## config.mk

```make
export PLATFORM = sky130hd
export DESIGN_NAME = mult_sequencer
export DESIGN_NICKNAME = d
export VERILOG_FILES = /design/src/rtl/mult_sequencer_pkg.sv /design/src/rtl/abs_sign_unit.sv /design/src/rtl/mult_sequencer.sv
export SDC_FILE = /design/constraint.sdc
export NUM_CORES = 1
export LEC_CHECK = 0
export ABC_AREA = 1
export BUFFER_PORTS_ARGS = -buffer_cell sky130_fd_sc_hd__buf_2
export CAP_MARGIN = 40
export CORE_MARGIN = 10
export CORE_UTILIZATION = 50
export DETAILED_ROUTE_END_ITERATION = 6
export GPL_ROUTABILITY_DRIVEN = 0
export PLACE_DENSITY = 0.77
export RECOVER_POWER = 50
export SETUP_SLACK_MARGIN = 0.2
export SYNTH_ARGS = -nofsm -noshare
export SYNTH_HDL_FRONTEND = slang
export SYNTH_SLANG_ARGS = --single-unit
```

## constraint.sdc

```tcl
create_clock -name clk -period 3.3 [get_ports clk]
set_input_delay 0.495 -clock clk [delete_from_list [all_inputs] [get_ports clk]]
set_output_delay 0.495 -clock clk [all_outputs]
set_load 0.05 [all_outputs]
```

## src/rtl/mult_sequencer_pkg.sv

```systemverilog
// Shared types and constants for mult_sequencer and its sub-units.
package mult_sequencer_pkg;

  localparam int unsigned DefaultWidth = 8;
  localparam logic [1:0]  WinIdxMax    = 2'd2;

  typedef enum logic [2:0] {
    StIdle,
    StCapture,
    StStart,
    StWait,
    StDone
  } state_e;

endpackage

```

## src/rtl/abs_sign_unit.sv

```systemverilog
// Combinational two's-complement magnitudes of both operands and the XOR of their signs.
module abs_sign_unit #(
  parameter int unsigned WIDTH = mult_sequencer_pkg::DefaultWidth
) (
  input  logic [WIDTH-1:0] a,
  input  logic [WIDTH-1:0] b,
  output logic [WIDTH-1:0] mag_a,
  output logic [WIDTH-1:0] mag_b,
  output logic             neg
);

  // -(-2^(WIDTH-1)) wraps to 2^(WIDTH-1), which is the correct unsigned magnitude.
  always_comb begin
    mag_a = a[WIDTH-1] ? -a : a;
    mag_b = b[WIDTH-1] ? -b : b;
    neg   = a[WIDTH-1] ^ b[WIDTH-1];
  end

endmodule

```

## src/rtl/mult_sequencer.sv

```systemverilog
// Drives an unsigned shift-add multiplier from signed operands, with completion timeout and a
// display window index. Define MULT_SEQ_PENDING_LOAD_EN to buffer one load that arrives while busy.
module mult_sequencer
  import mult_sequencer_pkg::*;
#(
  parameter int unsigned WIDTH   = DefaultWidth,
  parameter int unsigned TIMEOUT = 2 * WIDTH + 4
) (
  input  logic               clk,
  input  logic               rst,
  input  logic               load_p,
  input  logic               left_p,
  input  logic               right_p,
  input  logic [WIDTH-1:0]   num1,
  input  logic [WIDTH-1:0]   num2,
  output logic [WIDTH-1:0]   mul_a,
  output logic [WIDTH-1:0]   mul_b,
  output logic               mul_start,
  input  logic               mul_done,
  input  logic [2*WIDTH-1:0] mul_product,
  output logic [2*WIDTH-1:0] result,
  output logic               sign,
  output logic               busy,
  output logic               result_valid,
  output logic               timeout_err,
  output logic [1:0]         win_idx
);

  localparam int unsigned     CntW    = $clog2(TIMEOUT + 1);
  localparam logic [CntW-1:0] CntLast = CntW'(TIMEOUT - 1);

  state_e             state_q, state_d;
  logic [WIDTH-1:0]   op1_q, op1_d, op2_q, op2_d;
  logic [WIDTH-1:0]   mag1, mag2;
  logic               neg;
  logic [WIDTH-1:0]   mul_a_q, mul_a_d, mul_b_q, mul_b_d;
  logic               sign_pend_q, sign_pend_d;
  logic [CntW-1:0]    cnt_q, cnt_d;
  logic [2*WIDTH-1:0] result_q, result_d;
  logic               sign_q, sign_d;
  logic               valid_q, valid_d;
  logic               terr_q, terr_d;
  logic [1:0]         win_q, win_d;
  logic               load_acc;
  logic               pend_q;
  logic [WIDTH-1:0]   buf1_q, buf2_q;

  abs_sign_unit #(
    .WIDTH (WIDTH)
  ) u_abs_sign (
    .a     (op1_q),
    .b     (op2_q),
    .mag_a (mag1),
    .mag_b (mag2),
    .neg   (neg)
  );

`ifdef MULT_SEQ_PENDING_LOAD_EN
  // Newest load while busy wins; the flag is consumed on the IDLE cycle it is seen.
  always_ff @(posedge clk or negedge rst) begin
    if (!rst) begin
      pend_q <= 1'b0;
      buf1_q <= '0;
      buf2_q <= '0;
    end else if (load_p && (state_q != StIdle)) begin
      pend_q <= 1'b1;
      buf1_q <= num1;
      buf2_q <= num2;
    end else if (state_q == StIdle) begin
      pend_q <= 1'b0;
    end
  end
`else
  assign pend_q = 1'b0;
  assign buf1_q = '0;
  assign buf2_q = '0;
`endif

  always_comb begin
    state_d     = state_q;
    op1_d       = op1_q;
    op2_d       = op2_q;
    mul_a_d     = mul_a_q;
    mul_b_d     = mul_b_q;
    sign_pend_d = sign_pend_q;
    cnt_d       = cnt_q;
    result_d    = result_q;
    sign_d      = sign_q;
    valid_d     = valid_q;
    terr_d      = terr_q;
    win_d       = win_q;
    mul_start   = 1'b0;
    load_acc    = load_p && (state_q == StIdle);

    unique case (state_q)
      StIdle: begin
        if (load_p) begin
          op1_d   = num1;
          op2_d   = num2;
          valid_d = 1'b0;
          state_d = StCapture;
        end else if (pend_q) begin
          op1_d   = buf1_q;
          op2_d   = buf2_q;
          valid_d = 1'b0;
          state_d = StCapture;
        end
      end
      StCapture: begin
        mul_a_d     = mag1;
        mul_b_d     = mag2;
        sign_pend_d = neg;
        state_d     = StStart;
      end
      StStart: begin
        mul_start = 1'b1;
        cnt_d     = '0;
        state_d   = StWait;
      end
      StWait: begin
        cnt_d = cnt_q + 1'b1;
        // Product is taken together with mul_done, so a non-holding multiplier also works.
        if (mul_done) begin
          result_d = mul_product;
          sign_d   = sign_pend_q && (mul_product != '0);
          valid_d  = 1'b1;
          terr_d   = 1'b0;
          state_d  = StDone;
        end else if (cnt_q == CntLast) begin
          terr_d  = 1'b1;
          state_d = StIdle;
        end
      end
      StDone: begin
        state_d = StIdle;
      end
      default: begin
        state_d = StIdle;
      end
    endcase

    if (load_acc) begin
      win_d = '0;
    end else if (right_p && !left_p && (win_q != WinIdxMax)) begin
      win_d = win_q + 2'd1;
    end else if (left_p && !right_p && (win_q != 2'd0)) begin
      win_d = win_q - 2'd1;
    end
  end

  always_ff @(posedge clk or negedge rst) begin
    if (!rst) begin
      state_q     <= StIdle;
      op1_q       <= '0;
      op2_q       <= '0;
      mul_a_q     <= '0;
      mul_b_q     <= '0;
      sign_pend_q <= 1'b0;
      cnt_q       <= '0;
      result_q    <= '0;
      sign_q      <= 1'b0;
      valid_q     <= 1'b0;
      terr_q      <= 1'b0;
      win_q       <= '0;
    end else begin
      state_q     <= state_d;
      op1_q       <= op1_d;
      op2_q       <= op2_d;
      mul_a_q     <= mul_a_d;
      mul_b_q     <= mul_b_d;
      sign_pend_q <= sign_pend_d;
      cnt_q       <= cnt_d;
      result_q    <= result_d;
      sign_q      <= sign_d;
      valid_q     <= valid_d;
      terr_q      <= terr_d;
      win_q       <= win_d;
    end
  end

  assign mul_a        = mul_a_q;
  assign mul_b        = mul_b_q;
  assign result       = result_q;
  assign sign         = sign_q;
  assign busy         = (state_q != StIdle);
  assign result_valid = valid_q;
  assign timeout_err  = terr_q;
  assign win_idx      = win_q;

endmodule

```

==> summary.txt, run 1 <==
Timing
  • Final setup viols: 0
  • Period utilisation layout: roughly 67%
  • Final setup margin: between 1 and 1.5 ns
  • Final hold violations: 0
  • Tmin final: ~2.2 ns
  • Max Clk Rate: between 0.4 and 0.5 GHz
  • TNS Setup: 0 ns
  • Layout Skew: 0.00465 ns
  • Slew @ Worst Pin: between 1 and 1.5 ns
  • Rel. slew slack: less than 1%
  • RSZ-0062 raised after global routing: false
  • Final Max Slew Viols: 0

Clocking
  • TritonCTS clock tree: done
  • Clock root buffer: clkbuf_8
  • Clock-pin slew on the worst setup and hold paths: about 0.070 ns
  • Clock Path Buffers: 2
  • Total CTS buffers: 9
  • # resized after CTS: 0
  • H-tree depth: 3
  • Hold-fix buffers at CTS: 0
  • Clk Latency, worst-skew pair: 0.33 ns
  • Clock sink count: 62
  • Post-CTS Setup Inserts: 0

Place
  • Post-Place Cell Area: approximately 3300 µm²
  • PortBufs: 76
  • Place WS: about 1.6 ns
  • Post-DP HPWL: around 5 mm

Yosys
  • Synth top area cells: dfrtp_1 (55%), nand2_1 (13%), inv_1 (5.3%)
  • Synth top area share: a little over half
  • Mapped Area: between 2000 and 3000 µm²
  • Syn_area_per_cell: approximately 8.3 µm²
  • Yosys cell types: 24
  • Post-Syn Nets: about 390
  • Seq/Total Area, Yosys: a little over half
  • Leading area contributor after synthesis: dfrtp_1
  • Mapped Cells: around 340
  • Yosys reg bits: 62
  • YS warnings: 0

Route
  • Routed WL per cell: 13.3 µm
  • Via density: about 4.8
  • First-pass detailed-route iteration total: 4
  • Starting DRC count in detailed routing: ~120
  • Final WL: between 6 and 7 mm
  • # DRC: 0
  • Final ANT Viol Nets: 0
  • Vias: between 2,000 and 2,500

Critical path
  • Cells along the critical path: inv_1 -> nand4_1 -> nor2_1 -> a21oi_1
  • Slowest-stage cell, CP: nand4_1
  • Max incr delay on CP: 1.01 ns
  • WP data required: roughly 3.5 ns
  • R2R setup slack: around 1.1 ns
  • WS Path Type: reg2reg
  • RR Endpoint: op2_q[5]$_DFFE_PN0P_
  • CP arrival: between 2 and 2.5 ns
  • Reg2reg start: state_q[2]$_DFFE_PN0P_
  • Worst-path maximum fanout: 36
  • Critical path launch point type: flip-flop
  • R2R cell count: 4
  • Crit. End Element: flip-flop

Die
  • Full die area: between 9000 and 10,000 µm²
  • Core footprint: between 5000 and 6000 µm²
  • Die Y-Extent: approximately 95 µm
  • Num rows: 27
  • Die X-Extent: roughly 95 µm
  • Initial Util: about half
  • I/O Pins: a little under 80

Finish
  • Commonest non-fill, non-tap cell in the layout: nand2_1
  • Fin util: between 60% and 70%
  • Fillers: around 500
  • Layout area overhead: 19.0%
  • Final Net Count: between 400 and 500
  • Post-route cell area: around 3400 µm²
  • Commonest cells after routing, fill and taps aside: nand2_1 (97), buf_2 (68), dfrtp_1 (62), inv_1 (41), nor2_1 (36)
  • Share of post-route cells with drive strength above 1: roughly 20%
  • Antenna cells: 0
  • Multi-input gate area: between 1000 and 1500 µm²
  • FF/Latch Area: roughly 1600 µm²

Outcome
  • Violated checks: max-capacitance violations
  • Run status: complete, but fails checks

Pwr
  • Pleak: around 1.9 nW
  • Power per cell area: 1140 nW/µm²
  • Maximum VDD drop: around 0.00061 V

Worst hold path
  • Hold Crit Depth: 3
  • End of the worst hold path: result[5]$_DFFE_PN0P_
  • Hold/Removal Path Class: in2reg
  • Hold_sp: mul_product[5]

GRT
  • Largest net degree at the start of global routing: 37
  • Met2 usage in global routing: between 20% and 30%
  • Vias in the first global route: 2,308
  • Met1 Usage GRT: a little under a fifth
  • Overflow after GRT: 0
  • Initial antenna violation count: 0
  • M3 GR Usage: approximately 4.5%
  • Overall Global Routing Usage: roughly 15%
  • First-pass GRT wire length: 10.7 mm
  • Most used routing layer: met2

Job
  • Max cap viols: 1
[layout make-up]
class,count,area share (%)
Sequential cell,62,45.8
Multi-Input combinational cell,227,30.2
Timing Repair Buffer,77,11.1
Inverter,44,4.87
Clock buffer,11,3.88
Tap cell,72,2.66
Clock inverter,5,1.48
[critical path: cells and delay by family (launching register included)]
| family | cells | cell delay (ns) |
|---|---|---|
| AOI/OAI and AO/OA | 1 | 0.08 |
| DFF | 1 | 0.36 |
| buffers and inverters | 1 | 0.12 |
| and+or+nand+nor | 2 | 1.47 |
[routing by layer]
| metal | vias up | wire length, µm |
|---|---|---|
| li1 | 1244 | - |
| met1 | 1093 | 2920 |
| met2 | 70 | 3130 |
| met3 | 7 | 458 |
| met4 | 0 | 101 |
| met5 | - | 0 |
[registers in the layout, summed over array words and instances (netlist names)]
name          cells
state_q           3
cnt_q             5
timeout_err       1
op1_q             8
result_valid      1
result           16
sign_pend_q       1
mul_b             8
sign              1
op2_q             8
mul_a             8
win_idx           2
[Yosys cell counts (all sizes together)]
master / instances
inv: 44
nor3: 1
nand3b: 1
nand2: 98
buf: 11
nand4: 6
a22o: 1
o31ai: 1
a21oi: 14
o21ai: 33
ha: 3
dfrtp: 62
nand3: 29
xor2: 3
xnor2: 1
nor2: 36
[report_power, final]
part,switching (W),internal [W]
registers,0.000238,0.00109
logic,0.00143,0.000462
clock network,0.000281,0.000344
total,0.00195,0.00190
[through the flow]
| stage | total power, W | cells | hold slack [ns] |
|---|---|---|---|
| after floorplan | 0.00284 | 344 | 0.199 |
| after global placement | 0.00325 | 482 | 0.459 |
| after detailed placement | 0.00331 | 482 | 0.460 |
| after CTS | 0.00394 | 498 | 0.183 |
| after global routing | 0.00414 | 498 | 0.375 |
| final | 0.00385 | 498 | 0.370 |
[logic make-up (layout without fill, tap and decap cells)]
logic type	count (synthesis)	in the layout	share of synthesized area (%)
AND/OR/NAND/NOR	171	171	26.2
flip-flops	62	62	54.5
buffers and inverters	55	137	7.96
AO/OA/AOI/OAI	49	49	8.84
XOR/XNOR	4	4	1.23
adder cells (fa/ha/maj)	3	3	1.32
[how the worst max path moves through the flow]
stage,start,endpoint,slack (ns)
final,state_q[2]$_DFFE_PN0P_,op2_q[5]$_DFFE_PN0P_,1.10
after global routing,state_q[2]$_DFFE_PN0P_,op2_q[6]$_DFFE_PN0P_,0.81
after CTS,state_q[0]$_DFFE_PN0P_,mul_start,1.38
after detailed placement,state_q[1]$_DFFE_PN0P_,mul_a[7]$_DFFE_PN0N_,1.63
after global placement,state_q[1]$_DFFE_PN0P_,mul_a[7]$_DFFE_PN0N_,1.72
after floorplan,state_q[0]$_DFFE_PN0P_,mul_start,1.53
Power figures use the tool's default switching activity.
==> inputs of run 2 (changes only) <==
--- a/config.mk
+++ b/config.mk
@@ -9,10 +9,10 @@
 export BUFFER_PORTS_ARGS = -buffer_cell sky130_fd_sc_hd__buf_2
 export CAP_MARGIN = 40
 export CORE_MARGIN = 10
-export CORE_UTILIZATION = 50
+export CORE_UTILIZATION = 47
 export DETAILED_ROUTE_END_ITERATION = 6
 export GPL_ROUTABILITY_DRIVEN = 0
-export PLACE_DENSITY = 0.77
+export PLACE_DENSITY = 0.76
 export RECOVER_POWER = 50
 export SETUP_SLACK_MARGIN = 0.2
 export SYNTH_ARGS = -nofsm -noshare
==> constraint.sdc (replaced) <==
create_clock -name clk -period 1.75 [get_ports clk]
set_input_delay 0.2625 -clock clk [delete_from_list [all_inputs] [get_ports clk]]
set_output_delay 0.2625 -clock clk [all_outputs]
set_load 0.05 [all_outputs]
==> summary.txt, run 2 (synthesized netlist as in run 1, its figures left out) <==
Die
  • Die X-Extent: 97.8 µm (+2.5%)
  • I/O Pins: 77 (unchanged)
  • Num rows: 28 (+3.7%)
  • Core footprint: 5890 µm² (+6.9%)
  • Full die area: 9570 µm² (+5.0%)
  • Die Y-Extent: 97.8 µm (+2.5%)
  • Initial Util: 48.4% (-3.3 points)

Finish
  • Commonest cells after routing, fill and taps aside: nand2_1 (95), dfrtp_1 (62), buf_2 (61), inv_1 (40), nor2_1 (34)
  • Share of post-route cells with drive strength above 1: 21.6% (+1.2 points)
  • Finished Layout Cells: 506 (+1.6%)
  • Final Net Count: 467 (+1.1%)
  • Post-route cell area: 3530 µm² (+4.2%)
  • Layout area overhead: 24.1%
  • Antenna cells: 0 (unchanged)
  • Max reg flops: 16 (unchanged)
  • Commonest non-fill, non-tap cell in the layout: nand2_1

Timing
  • Final hold violations: 0 (unchanged)
  • Slew @ Worst Pin: 0.806 ns (-0.692 ns)
  • RSZ-0062 raised after global routing: true
  • TNS Setup: 0 ns (unchanged)
  • Period utilisation layout: 86.4%
  • Tmin final: ~1.5 ns
  • Final setup viols: 0 (unchanged)
  • Hold_ws: 0.141 ns (-0.228 ns)
  • Final Max Slew Viols: 0 (unchanged)
  • Layout Skew: 0.00424 ns (-0.000402 ns)
  • Rel. slew slack: 46.3% (+46 points)
  • Max Clk Rate: about 0.66 GHz

Critical path
  • R2R cell count: 7 (+3)
  • CP arrival: 1.25 ns (-1.12 ns)
  • R2R setup slack: 0.35 ns (-0.75 ns)
  • Crit. End Element: output port
  • RR Endpoint: result_valid$_DFFE_PN0P_
  • WP data required: 1.49 ns (-1.98 ns)
  • Critical path launch point type: flip-flop
  • Worst-path maximum fanout: 5 (-86%)
  • Reg2reg start: state_q[0]$_DFFE_PN0P_
  • WS Path Type: reg2out

Outcome
  • Run status: finished clean

GRT
  • First-pass GRT wire length: 11.6 mm (+8.4%)
  • Initial antenna violation count: 0 (unchanged)
  • Overflow after GRT: 0 (unchanged)
  • Overall Global Routing Usage: 14.7% (-0.31 points)
  • Largest net degree at the start of global routing: 63 (+70%)
  • Vias in the first global route: 2,476 (+7.3%)

Pwr
  • Maximum VDD drop: 0.00129 V (+110%)
  • Pleak: 1.89 nW (+2.0%)
  • Power per cell area: 2170 nW/µm² (+91%)

Route
  • Routed WL per cell: 13.5 µm (+1.7%)
  • Met2 wire length: 3.36 mm (+7.4%)
  • # DRC: 0 (unchanged)
  • Vias: 2,448 (+1.4%)
  • Final WL: 6.83 mm (+3.3%)
  • Final ANT Viol Nets: 0 (unchanged)
  • Metal1 wirelength: 3.10 mm (+6.1%)
  • Starting DRC count in detailed routing: 91 (-25%)
  • Max layer used: met4
  • First-pass detailed-route iteration total: 5 (+1)
  • Routed wl met3: 299 µm (-35%)
  • Via density: 4.84 (-0.19%)

Worst hold path
  • Hold/Removal Path Class: in2reg
  • Hold_sp: mul_product[5]
  • End of the worst hold path: result[5]$_DFFE_PN0P_
  • Hold Crit Depth: 3 (unchanged)

Place
  • PortBufs: 76 (unchanged)
  • Post-Place Cell Area: 3300 µm² (+1.0%)
  • Post-DP HPWL: 5.09 mm (+0.56%)
  • Cell count after placement: 487 (+1.0%)

Clocking
  • H-tree depth: 3 (unchanged)
  • Clk Latency, worst-skew pair: 0.33 ns (about the same)
  • TritonCTS clock tree: done
  • Clock sink count: 62 (unchanged)
  • Clock-pin slew on the worst setup and hold paths: 0.07 ns (about the same)
  • Total CTS buffers: 9 (unchanged)
  • Clock Path Buffers: 2 (unchanged)
  • Clock root buffer: clkbuf_8

Job
  • Max cap viols: 0 (-1)
run 2: changes by cell type in the layout (fill, tap and decap cells not counted), sizes merged:
cell / delta
bufinv: +1
inv: -1
clkinvlp: +1
clkinv: -2
dlygate4sd3: +1
buf: -1
clkbuf: +6
run 2: worst max-delay path by stage:
stage	from	to	slack, ns
finish	state_q[2]$_DFFE_PN0P_	mul_start	0.24
floorplan	state_q[0]$_DFFE_PN0P_	cnt_q[2]$_DFFE_PN0P_	0.31
detailed placement	state_q[0]$_DFFE_PN0P_	win_idx[1]$_DFFE_PN0P_	0.35
CTS	state_q[0]$_DFFE_PN0P_	mul_start	0.20
global route	state_q[2]$_DFFE_PN0P_	mul_start	0.19
global placement	state_q[0]$_DFFE_PN0P_	op1_q[3]$_DFFE_PN0P_	0.41
run 2: per-stage QoR:
stage	power [W]	setup WS [ns]	util, %
6_report	0.00767	0.239	60.0
5_1_grt	0.00822	0.187	60.0
4_1_cts	0.00770	0.201	60.1
3_5_place_dp	0.00626	0.346	56.0
3_3_place_gp	0.00616	0.409	56.0
2_1_floorplan	0.00536	0.307	-
run 2: critical path: stages, from the launching register on:
cell and delay (ns):
dfrtp_1 0.39, inv_4 0.11, nand2_2 0.08, nor2_2 0.16, buf_6 0.18
run 2: power by group:
part           internal [W]  switching, W
clock              0.000837      0.000529
sequential          0.00206      0.000472
combinational      0.000971       0.00280
run 2: layout make-up:
cell class | instances | area, µm²
fillers | 561 | 2350
well taps | 75 | 93.8
repair buffers | 82 | 424
inverters | 44 | 174
clock buffers | 12 | 145
flip-flops and latches | 62 | 1550
multi-input cells | 227 | 1070
clock inverters | 4 | 70.1
run 2: layer usage:
metal | vias up | global-route usage [%]
met4 | 0 | 5.37
met5 | - | 0
met3 | 4 | 4.44
li1 | 1258 | -
met1 | 1128 | 17.8
met2 | 58 | 24.1
run 2: repair_timing:
item / in CTS / in global routing
hold endpoints to repair: 62 / 0
endpoints found under the setup margin: 1 / 3
pin swaps: 0 / 1
cloned: 0 / 0
resized for setup: 3 / 6
hold buffers: 1 / 0
setup buffers: 1 / 1
